### src/rtl/alu_issuer_pkg.sv
// Shared definitions for the ALU command issuer: opcode encodings,
// result-entry layout and opcode legality helper.
package alu_issuer_pkg;

    localparam logic [2:0] OP_ADD        = 3'b000;
    localparam logic [2:0] OP_SUB        = 3'b001;
    localparam logic [2:0] OP_AND        = 3'b010;
    localparam logic [2:0] OP_OR         = 3'b011;
    localparam logic [2:0] OP_XOR        = 3'b100;
    localparam logic [2:0] OP_LAST_LEGAL = 3'b100;

    // Width of one result FIFO entry: {y[7:0], carry, err}
    localparam int RES_W = 10;

    // Number of bits on the ALU input bus {alu_a, alu_b, alu_op}
    localparam int ISSUE_W = 19;

    typedef struct packed {
        logic [7:0] y;
        logic       carry;
        logic       err;
    } res_entry_t;

    // Opcodes above OP_LAST_LEGAL are reserved and flagged as errors
    function automatic logic op_is_legal(input logic [2:0] op);
        return (op <= OP_LAST_LEGAL);
    endfunction

endpackage

### src/rtl/alu_cmd_issuer_res_fifo.sv
// res_fifo: synchronous FIFO with exported occupancy count.
// The head entry is read combinationally so that an entry pushed at one
// edge is visible at the output right after that edge.
module res_fifo #(
    parameter int WIDTH = 10,
    parameter int DEPTH = 4
) (
    input  logic                     clk,
    input  logic                     rst,
    input  logic                     push,
    input  logic [WIDTH-1:0]         push_data,
    input  logic                     pop,
    output logic [WIDTH-1:0]         head_data,
    output logic                     head_valid,
    output logic [$clog2(DEPTH):0]   count
);

    localparam int AW = $clog2(DEPTH);
    localparam logic [AW:0] DEPTH_L = (AW+1)'(DEPTH);

    logic [WIDTH-1:0] mem [DEPTH];

    logic [AW-1:0] wr_ptr_reg, wr_ptr_next;
    logic [AW-1:0] rd_ptr_reg, rd_ptr_next;
    logic [AW:0]   count_reg,  count_next;
    logic          do_push;
    logic          do_pop;

    // Full/empty guards make push-when-full and pop-when-empty harmless
    assign do_push = push && (count_reg != DEPTH_L);
    assign do_pop  = pop  && (count_reg != '0);

    // Pointer and count update; pointers wrap naturally since DEPTH is 2^AW
    always_comb begin
        wr_ptr_next = wr_ptr_reg;
        rd_ptr_next = rd_ptr_reg;
        count_next  = count_reg;
        if (do_push) begin
            wr_ptr_next = wr_ptr_reg + AW'(1);
        end
        if (do_pop) begin
            rd_ptr_next = rd_ptr_reg + AW'(1);
        end
        case ({do_push, do_pop})
            2'b10:   count_next = count_reg + (AW+1)'(1);
            2'b01:   count_next = count_reg - (AW+1)'(1);
            default: count_next = count_reg;
        endcase
    end

    // Pointer/count state register
    always_ff @(posedge clk) begin
        if (rst) begin
            wr_ptr_reg <= '0;
            rd_ptr_reg <= '0;
            count_reg  <= '0;
        end else begin
            wr_ptr_reg <= wr_ptr_next;
            rd_ptr_reg <= rd_ptr_next;
            count_reg  <= count_next;
        end
    end

    // Storage array; contents need no reset because count gates validity
    always_ff @(posedge clk) begin
        if (do_push) begin
            mem[wr_ptr_reg] <= push_data;
        end
    end

    assign head_data  = mem[rd_ptr_reg];
    assign head_valid = (count_reg != '0);
    assign count      = count_reg;

endmodule

### src/rtl/alu_cmd_issuer.sv
// alu_cmd_issuer: registers commands onto the combinational ALU input bus,
// captures the ALU result one cycle later into a result FIFO, and supports
// chained (accumulate) commands with result forwarding.
// Optional feature macro: ALU_TOGGLE_CNT_EN adds a saturating switching
// activity counter on {alu_a, alu_b, alu_op} and the toggle_count port.
module alu_cmd_issuer
    import alu_issuer_pkg::*;
#(
    parameter int RES_DEPTH = 4
) (
    input  logic        clk,
    input  logic        rst,
    input  logic        cmd_valid,
    output logic        cmd_ready,
    input  logic [2:0]  cmd_op,
    input  logic [7:0]  cmd_a,
    input  logic [7:0]  cmd_b,
    input  logic        cmd_chain,
    output logic [7:0]  alu_a,
    output logic [7:0]  alu_b,
    output logic [2:0]  alu_op,
    input  logic [7:0]  alu_y,
    input  logic        alu_carry,
    output logic        res_valid,
    input  logic        res_ready,
    output logic [7:0]  res_y,
    output logic        res_carry,
    output logic        res_err,
    output logic        busy
`ifdef ALU_TOGGLE_CNT_EN
    ,
    output logic [15:0] toggle_count
`endif
);

    localparam int CW = $clog2(RES_DEPTH) + 1;
    localparam logic [CW:0] DEPTH_L = (CW+1)'(RES_DEPTH);

    logic [7:0] alu_a_reg,  alu_a_next;
    logic [7:0] alu_b_reg,  alu_b_next;
    logic [2:0] alu_op_reg, alu_op_next;
    logic       s1_valid_reg, s1_valid_next;
    logic [7:0] acc_reg,    acc_next;

    logic       accept;
    logic       s1_legal;
    logic [7:0] chain_a;
    logic [CW:0] occupancy;

    res_entry_t   push_entry;
    res_entry_t   head_entry;
    logic         head_valid;
    logic [CW-1:0] fifo_count;

    // Credit check counts the in-flight command as an already-reserved slot,
    // so a full pipeline never overruns the FIFO and res_ready has no
    // combinational path to cmd_ready.
    assign occupancy = {1'b0, fifo_count} + {{CW{1'b0}}, s1_valid_reg};
    assign cmd_ready = (occupancy < DEPTH_L);
    assign accept    = cmd_valid && cmd_ready;

    // A chained command takes the freshest legal result: the one on the ALU
    // output right now if a legal command is in flight, else the accumulator.
    assign s1_legal = op_is_legal(alu_op_reg);
    assign chain_a  = (s1_valid_reg && s1_legal) ? alu_y : acc_reg;

    // Issue stage: load the ALU bus on accept, otherwise hold it steady
    always_comb begin
        alu_a_next    = alu_a_reg;
        alu_b_next    = alu_b_reg;
        alu_op_next   = alu_op_reg;
        s1_valid_next = accept;
        if (accept) begin
            alu_a_next  = cmd_chain ? chain_a : cmd_a;
            alu_b_next  = cmd_b;
            alu_op_next = cmd_op;
        end
    end

    // Accumulator follows every captured legal result; illegal ops skip it
    always_comb begin
        acc_next = acc_reg;
        if (s1_valid_reg && s1_legal) begin
            acc_next = alu_y;
        end
    end

    // Issue-stage and accumulator registers
    always_ff @(posedge clk) begin
        if (rst) begin
            alu_a_reg    <= '0;
            alu_b_reg    <= '0;
            alu_op_reg   <= '0;
            s1_valid_reg <= 1'b0;
            acc_reg      <= '0;
        end else begin
            alu_a_reg    <= alu_a_next;
            alu_b_reg    <= alu_b_next;
            alu_op_reg   <= alu_op_next;
            s1_valid_reg <= s1_valid_next;
            acc_reg      <= acc_next;
        end
    end

    // Capture entry assembled from the ALU response to the in-flight command
    always_comb begin
        push_entry.y     = alu_y;
        push_entry.carry = alu_carry;
        push_entry.err   = !s1_legal;
    end

    res_fifo #(
        .WIDTH (RES_W),
        .DEPTH (RES_DEPTH)
    ) u_res_fifo (
        .clk        (clk),
        .rst        (rst),
        .push       (s1_valid_reg),
        .push_data  (push_entry),
        .pop        (res_ready),
        .head_data  (head_entry),
        .head_valid (head_valid),
        .count      (fifo_count)
    );

    assign alu_a     = alu_a_reg;
    assign alu_b     = alu_b_reg;
    assign alu_op    = alu_op_reg;
    assign res_valid = head_valid;
    // Head fields read as zero while empty so stale storage is never shown
    assign res_y     = head_valid ? head_entry.y     : 8'h00;
    assign res_carry = head_valid ? head_entry.carry : 1'b0;
    assign res_err   = head_valid ? head_entry.err   : 1'b0;
    assign busy      = s1_valid_reg || (fifo_count != '0);

`ifdef ALU_TOGGLE_CNT_EN
    logic [ISSUE_W-1:0] issue_cur;
    logic [ISSUE_W-1:0] issue_nxt;
    logic [ISSUE_W-1:0] toggle_bits;
    logic [4:0]         toggle_pop;
    logic [16:0]        toggle_sum;
    logic [15:0]        toggle_reg, toggle_next;

    assign issue_cur = {alu_a_reg,  alu_b_reg,  alu_op_reg};
    assign issue_nxt = {alu_a_next, alu_b_next, alu_op_next};

    // One flag per ALU input bit that flips at the coming edge
    for (genvar gi = 0; gi < ISSUE_W; gi++) begin : g_toggle
        assign toggle_bits[gi] = issue_cur[gi] ^ issue_nxt[gi];
    end

    // Popcount of flipped bits, accumulated with saturation at 16'hFFFF
    always_comb begin
        toggle_pop = '0;
        for (int i = 0; i < ISSUE_W; i++) begin
            toggle_pop = toggle_pop + {4'b0000, toggle_bits[i]};
        end
        toggle_sum  = {1'b0, toggle_reg} + {12'h000, toggle_pop};
        toggle_next = toggle_sum[16] ? 16'hFFFF : toggle_sum[15:0];
    end

    // Switching-activity counter register
    always_ff @(posedge clk) begin
        if (rst) begin
            toggle_reg <= '0;
        end else begin
            toggle_reg <= toggle_next;
        end
    end

    assign toggle_count = toggle_reg;
`endif

endmodule

### config.mk
export PLATFORM = sky130hd
export DESIGN_NAME = alu_cmd_issuer
export DESIGN_NICKNAME = d
export VERILOG_FILES = /design/src/rtl/alu_issuer_pkg.sv /design/src/rtl/alu_cmd_issuer_res_fifo.sv /design/src/rtl/alu_cmd_issuer.sv
export SDC_FILE = /design/constraint.sdc
export NUM_CORES = 1
export LEC_CHECK = 0
export BUFFER_PORTS_ARGS = -buffer_cell sky130_fd_sc_hd__buf_2
export CORE_MARGIN = 1
export CORE_UTILIZATION = 50
export DETAILED_ROUTE_END_ITERATION = 16
export PLACE_DENSITY = 0.71
export SLEW_MARGIN = 40
export SYNTH_ARGS = -nofsm -noshare
export SYNTH_HDL_FRONTEND = slang
export SYNTH_HIERARCHICAL = 1
export SYNTH_SLANG_ARGS = --single-unit
### constraint.sdc
create_clock -name clk -period 3.9 [get_ports clk]
set_clock_uncertainty 0.15 [all_clocks]
set_input_delay 0.195 -clock clk [delete_from_list [all_inputs] [get_ports clk]]
set_output_delay 0.195 -clock clk [all_outputs]
set_load 0.02 [all_outputs]
---- Yosys cells after proc, flatten, opt, wreduce, memory -nomap -nowiden ----
Memories as Yosys holds them, arrays and structs flattened. A register that Yosys moved wholly into a read port is not among the register bits.
Cells that the tools add are included.
storage, ports and cells
  flip-flop bits (word level) ............. 35
  memory bits (writable) .................. 40
  bits of input ports ..................... 33
  output and inout port bits .............. 32
  word-level logic and storage cells ...... 37
  memories ................................ 1
cells by class
  add/subtract/negate cells ............... 5
  magnitude comparators ................... 2
  eq/ne operators ......................... 3
  mux-type cells .......................... 10
  reductions and logical operators ........ 8
memory list
  name            depth  width  rd ports  clocked after memory_dff  wr ports  line                           text
  u_res_fifo.mem  4      10     1         1                         1         alu_cmd_issuer_res_fifo.sv:21  logic [WIDTH-1:0] mem [DEPTH];
operator list
  kind                   count
  $mux W8                3
  $pmux W3 S2            1
  $add A2 B1 Y2 const B  2
  $add A3 B1 Y4          1
  $logic_and A1 B1 Y1    4
  $lt A4 B3 Y1 const B   1
  $mux W1                4
  $mux W2                2
  $add A3 B1 Y3 const B  1
  $le A3 B3 Y1 const B   1
  $ne A3 B3 Y1 const B   1
  $reduce_bool A3 Y1     1
  $sub A3 B1 Y3 const B  1
  $eq A2 B1 Y1 const B   1
  $eq A2 B2 Y1 const B   1
  $reduce_bool A2 Y1     1
  $logic_not A1 Y1       1
  $logic_or A1 B1 Y1     1

---- Depth between registers and ports, before layout ----
Gate-level depths: netlist of the first run.
  word-level depth ........................ 4
  depth in mapped cells ................... 9
  mapped depth without buffers ............ 9

---- Hierarchy ----
Netlist of the first run, hierarchy kept.
by module, submodules not included
  module          times used  cells an instance  area each (µm²)  seq. area each (µm²)
  res_fifo        1           103                1931.9           1381.3
  alu_cmd_issuer  1           152                1355.0           560.5

---- Worst setup path after synthesis of the first run ----
OpenSTA, ideal clock, no wires.
  path kind ............................... register to register
  start point ............................. register u_res_fifo.count_reg[1] (netlist: u_res_fifo/count[1])
  end point ............................... register u_res_fifo.count_reg[2] (netlist: u_res_fifo/count[2])
  setup time .............................. 0.070 ns
  arrival ................................. 1.797 ns
  data required time ...................... 3.680 ns
  setup slack ............................. 1.883 ns
  cell stages (with the launch flop) ...... 10
  path buffers ............................ 0
  clock period less this slack ............ 2.017 ns
  cell sequence ........................... dfxtp_1 > inv_1 > a31oi_4 > inv_1 > ha_1 > inv_1 > fa_1 > xor2_1 > or3_1 > a21oi_1
on the way
  cells in the longest elaborated chain, start to end .. 4
  elaborated cells on any way between the ends .. 10
  classes of those cells .................. add/sub: 2; eq/ne: 3; mux: 1; reduce/logical: 4
RTL lines
  what                                                       line                                                          text
  start, declared                                            alu_cmd_issuer_res_fifo.sv:25                                 logic [AW:0] count_reg, count_next;
  start signal, assigned                                     alu_cmd_issuer_res_fifo.sv:60                                 count_reg <= count_next;
  $ne A3 B3 Y1 / $reduce_bool A3 Y1 (equally long branches)  alu_cmd_issuer_res_fifo.sv:30, alu_cmd_issuer_res_fifo.sv:31
  $logic_and A1 B1 Y1 (on tied branches)                     alu_cmd_issuer_res_fifo.sv:30, alu_cmd_issuer_res_fifo.sv:31
  $eq A2 B1 Y1 / $eq A2 B2 Y1 (equally long branches)        alu_cmd_issuer_res_fifo.sv:44                                 case ({do_push, do_pop})
  $pmux W3 S2 / $reduce_bool A2 Y1 (equally long branches)   -
Parallel ways exist; a longest one is shown, timed or not.
A chain may end at the register's enable or synchronous reset.

==> run_results.csv, run 1 <==
group,metric,value,unit
layout,drive_gt1_share,31.07,%
logic_synthesis,synth_compound_area_share,11.65,%
global_route,grt_pass1_vias,2226,
routing,drc_errors,0,
sta,slew_headroom,50.39,%
power,p_seq_share,43.6,%
place,place_inst,379,
logic_synthesis,ys_seq_elements,77,
layout,antenna_cells,0,
logic_synthesis,yosys_most_used_dff,"edfxtp_1",
power,switchingPower,742.2,µW
setup_path,cp.arrival,2.02,ns
floorplan,io_pins,65,
logic_synthesis,synth_mux_area_share,7.613,%
sta,slew_viol_final,0,
logic_synthesis,synthAdderAreaFrac,2.512,%
layout,final_cells,415,
routing,drt_iter0_markers,119,
routing,wl_per_cell,15.19,µm
clocking,ctsRootBufferMaster,"clkbuf_8",
place,place_hpwl,4.076,mm
sta,finalCriticalPeriod,2.370,ns
logic_synthesis,synth_top_family_by_area,"simple AND/OR/NAND/NOR gates",
power,power,2315,µW
routing,dr.pass1.iters,4,
floorplan,core-area,6350,µm²
power,pwr-share-clk,28.6,%
sta,fin_crit_sh,60.76,%
logic_synthesis,async_reset_ff_share,0,%
logic_synthesis,synth.largest_area_cell,"edfxtp_1",
place,gp_congestion,0.6808,
clocking,clkTransAtPathRegs,0.08,ns
sta,rsz0062_at_grt,"false",
power,swShare,32.06,%
worst_hold_path,hold_path.class,"primary input to register",
power,power.density,573.4,nW/µm²
layout,regMostFlops,"u_res_fifo/mem",
layout,largest_register_ffs,40,
setup_path,end_kind,"primary output",
logic_synthesis,synth_seq_area_share,59.08,%
clocking,numCtsBuffers,9,
setup_path,critPathKind,"register to primary output",
logic_synthesis,synth_edf_count,40,
floorplan,initial_core_util,51.76,%
worst_hold_path,min_from,"res_ready",
logic_synthesis,synthXorXnorAreaFrac,1.066,%
setup_path,cp_max_fo,10,
routing,vias_per_cell,5.453,
sta,fin_setup_tns,0,ns
global_route,grt_max_degree,48,
place,port_buffers,64,
status,status,"complete, no violations",
floorplan,rows,29,
logic_synthesis,synth.top_cell.area_share,36.54,%
power,p_leak,0.001521,µW
floorplan,die-area,6902,µm²
power,peakVddDrop,372.3,µV
setup_path,required,3.56,ns
sta,setup_violations,0,
setup_path,r2r-start,"s1_valid_reg$_SDFF_PP0_",
clocking,cts_resized,0,
clocking,clk_latency,0.34,ns
logic_synthesis,synth_cell_types,36,
clocking,cts_tree,"done",
run,cap_violations,0,
layout,syn2layout_area_growth,22.84,%
global_route,grt_pass1_wl,10.58,mm
power,comb_power_share,27.8,%
floorplan,fp.dieW,83.08,µm
layout,layout.nets,372,
routing,ant_nets,0,
logic_synthesis,synthSimpleGateAreaFrac,14.27,%
logic_synthesis,syn_area_per_cell,12.89,µm²
routing,routed_wl,6.302,mm
clocking,clkSinkCount,77,
logic_synthesis,synth_warnings,6,
power,p_int,1573,µW
global_route,grt-ovfl-total,0,
setup_path,startpoint_type,"register",
logic_synthesis,syn-num-nets,294,
global_route,grt.total_usage,19.60,%
sta,hold_viol,0,
logic_synthesis,netlist_area,3287,µm²
sta,tightestPinTransition,0.7442,ns
routing,vias,2263,
setup_path,r2r_slack,1.73,ns
global_route,antenna_found_initial,0,
floorplan,dieHeight,83.08,µm
clocking,htreeDepth,3,
logic_synthesis,yosys-top-cells-area,"edfxtp_1, dfxtp_1, mux4_2, and2_1, a32oi_2",
clocking,cts_buffer_depth,2,
logic_synthesis,synthCells,255,
sta,max_freq,0.4220,GHz
==> metal layers <==
layer	wire length (µm)	vias up	global-route usage [%]
li1	-	1098	-
met1	2757	1067	25.48
met2	3078	84	31.22
met3	356	14	5.964
met4	110	0	6.897
met5	0	-	0
==> final cells by class <==
cell class / count / area (µm²)
Clock buffer: 10 / 127.6
Inverter: 10 / 37.54
Timing Repair Buffer: 84 / 520.5
Sequential cell: 77 / 1942
Tap cell: 77 / 96.34
Multi-Input combinational cell: 151 / 1220
Clock inverter: 6 / 93.84
Fill cell: 495 / 2312
==> cells in the mapped netlist, drive strengths merged (2+ instances only) <==
library cell and count:
inv 10, ha 5, clkbuf 8, mux4 10
a32oi 8, nor2 17, edfxtp 40, nand3 19
o21ai 13, xor2 3, a21oi 13, nand2b 11
nor3b 8, dfxtp 37, and2 22, o221ai 8
buf 9, or3 2
==> cells in the final DEF, fill, tap and decap left out, types with 8 or more instances in the layout <==
master         instances
a21oi_1               13
a32oi_2                8
and2_1                22
buf_2                 64
clkbuf_8               9
dfxtp_1               37
dlygate4sd3_1         20
edfxtp_1              40
inv_1                  8
mux4_2                10
nand2b_1              11
nand3_1               19
nor2_1                17
nor3b_1                8
o21ai_0               12
o221ai_1               8
==> cells by family after synthesis <==
kind of cell,count (synthesis)
AO/OA/AOI/OAI,46
XOR/XNOR,4
adder cells (fa/ha/maj),6
buffers and inverters,27
flip-flops,77
multiplexers,12
AND/OR/NAND/NOR,83
==> path summary, 6_finish.rpt <==
path,endpoint,depth (start not counted)
max,res_err,3
min,register,4
max reg2reg,u_res_fifo/count[2]$_SDFFE_PP0P_,9
min reg2reg,alu_b[3]$_SDFFE_PP0P_,2
==> power by group through the flow <==
| stage | Clock, µW | Combinational [µW] | Sequential (µW) |
|---|---|---|---|
| 3_3_place_gp | 0 | 615 | 1030 |
| 4_1_cts | 678 | 646 | 1010 |
| 5_1_grt | 708 | 698 | 1030 |
| 3_5_place_dp | 0 | 626 | 1030 |
| 6_report | 662 | 643 | 1010 |
| 2_1_floorplan | 0 | 477 | 1010 |
==> critical path: stages, from the launching register on <==
cell and delay [ns]:
dfxtp_1 0.77, mux4_2 0.59, and2_1 0.17, buf_2 0.15
==> metrics by stage <==
| stage | hold WS, ns | worst slack [ns] | util, % | area (µm²) |
|---|---|---|---|---|
| 3_5_place_dp | 0.2788 | 1.721 | 56.95 | 3616 |
| 6_report | 0.1226 | 1.530 | 63.59 | 4038 |
| 5_1_grt | 0.1442 | 1.375 | 63.59 | 4038 |
| 2_1_floorplan | 0.1439 | 1.883 | - | 3287 |
| 3_3_place_gp | 0.2650 | 1.798 | 56.95 | 3616 |
| 4_1_cts | 0.1146 | 1.476 | 63.59 | 4038 |
==> timing repair <==
| item | CTS | global route |
|---|---|---|
| hold buffers | 20 | 0 |
| setup endpoints to repair | 0 | 0 |
| setup buffers | 0 | 0 |
| endpoints found under the hold margin | 47 | 0 |
(Power assumes the default switching activity.)
==> run 2: changes to the inputs <==
- CORE_UTILIZATION: 50 -> 49
- PLACE_DENSITY: 0.71 -> 0.73
- clock period: 3.9 -> 2.12 ns (I/O delays scaled with it)
==> run 2 against run 1 <==
Compared with the run above: the run now ends with design-rule violations left; first-iteration DRC count down 17%; flip-flop and latch count did not move; via count up 3.8%; sequential power rose by 79%; routed wire length rose by 5.4%; combinational power is 110% higher; clock power is 77% higher.
==> run_results.csv, run 2 (synthesized netlist as in run 1, its figures left out) <==
group,metric,value,unit
status,status,"complete, but fails checks",
status,violations,"design-rule violations",
routing,ant_nets,0,
layout,syn2layout_area_growth,29.04,%
clocking,clkSinkCount,77,
sta,max_freq,0.4856,GHz
sta,slew_viol_final,0,
routing,routed_wl,6.644,mm
clocking,ctsRootBufferMaster,"clkbuf_8",
floorplan,initial_core_util,51.18,%
run,cap_violations,0,
setup_path,cp_max_fo,20,
routing,wl_per_cell,15.34,µm
sta,tightestPinTransition,0.5470,ns
layout,largest_register_ffs,40,
layout,fin_area,4242,µm²
global_route,grt_pass1_wl,10.96,mm
floorplan,die-area,7039,µm²
global_route,grt.total_usage,20.06,%
routing,vias,2349,
sta,fin_crit_sh,97.13,%
power,p_leak,0.001631,µW
global_route,grt-ovfl-total,0,
setup_path,critPathKind,"register to register",
layout,antenna_cells,0,
routing,drt_iter0_markers,99,
clocking,cts_buffer_depth,2,
place,gp_congestion,0.7308,
layout,drive_gt1_share,35.11,%
sta,finalCriticalPeriod,2.059,ns
place,place_ws,-0.01125,ns
floorplan,fp.dieW,83.90,µm
layout,multi_input_area,1245,µm²
routing,drc_errors,2,
floorplan,io_pins,65,
floorplan,dieHeight,83.90,µm
global_route,grt_pass1_vias,2277,
floorplan,rows,29,
clocking,clkTransAtPathRegs,0.08,ns
sta,hold_viol,0,
layout,layout.nets,390,
layout,nFillCells,505,
layout,regMostFlops,"u_res_fifo/mem",
layout,final_cells,433,
setup_path,end_kind,"register",
layout,seq_area,1951,µm²
clocking,numCtsBuffers,9,
layout,final_common_cell,"buf_2",
place,place_hpwl,4.145,mm
clocking,clk_latency,0.33,ns
sta,slew_headroom,63.53,%
place,place_area,3711,µm²
place,port_buffers,64,
routing,dr.pass1.iters,10,
place,place_inst,390,
layout,final_cell_mix,"buf_2, edfxtp_1, dfxtp_1",
sta,whs,0.04303,ns
clocking,htreeDepth,3,
worst_hold_path,hold_path.class,"primary input to register",
routing,vias_per_cell,5.425,
setup_path,cp.arrival,2.19,ns
sta,setup_violations,0,
clocking,cts_tree,"done",
power,power,4337,µW
setup_path,startpoint_type,"register",
power,power.density,1023,nW/µm²
global_route,antenna_found_initial,0,
power,peakVddDrop,536.8,µV
sta,timing.final.ws_setup,0.06078,ns
floorplan,core-area,6422,µm²
setup_path,required,2.25,ns
global_route,grt_max_degree,32,
[run 2: power breakdown]
part / leakage (µW) / switching [µW] / total (µW) / internal, µW
clock: 0.000104 / 509 / 1170 / 656
combinational: 0.000857 / 753 / 1360 / 606
sequential: 0.000669 / 97.8 / 1810 / 1720
total: 0.00163 / 1360 / 4340 / 2980
[run 2: worst paths after layout]
kind                                         start               endpoint  slack (ns)  cells past startpoint
hold / removal                           res_ready               register        0.04                      4
setup / recovery  u_res_fifo/count[0]$_SDFFE_PP0P_  alu_b[6]$_SDFFE_PP0P_        0.06                      7
hold reg to reg              alu_b[3]$_SDFFE_PP0P_  alu_b[3]$_SDFFE_PP0P_        0.33                      2
setup reg to reg  u_res_fifo/count[0]$_SDFFE_PP0P_  alu_b[6]$_SDFFE_PP0P_        0.06                      7
[run 2: worst max-delay path, cell delays in order (launching register included)]
cell           delay [ns]
dfxtp_4              0.38
buf_4                0.14
a31o_4               0.29
inv_2                0.09
buf_12               0.15
nand3_1              0.09
a21oi_2              0.15
dlygate4sd3_1        0.57
[run 2: final cells by class]
cell class	instances	share of cell area, %
flip-flops and latches	77	45.99
multi-input cells	151	29.35
clock inverters	7	2.124
repair buffers	102	16.40
well taps	77	2.271
inverters	10	0.9440
clock buffers	9	2.920
[run 2: layer usage]
metal	GRT usage [%]	part of all wire [%]	vias up
met3	3.759	4.5	6
met2	34.65	51	71
met5	0	0	-
met4	7.994	1.0	0
li1	-	-	1135
met1	24.82	43	1137
[run 2: timing repair]
action / CTS / global route
hold buffers: 26 / 0
pin swaps: 0 / 2
cloned: 0 / 0
setup buffers: 0 / 1
endpoints found under the setup margin: 1 / 7
gates resized for setup: 1 / 15
endpoints found under the hold margin: 47 / 0
[run 2: metrics by stage]
stage                       TNS, ns  utilization [%]
after CTS                         0            65.19
final                             0            66.04
after detailed placement   -0.01125            57.78
after global routing      -0.003691            66.04
after global placement            0            57.78
after floorplan                   0                -
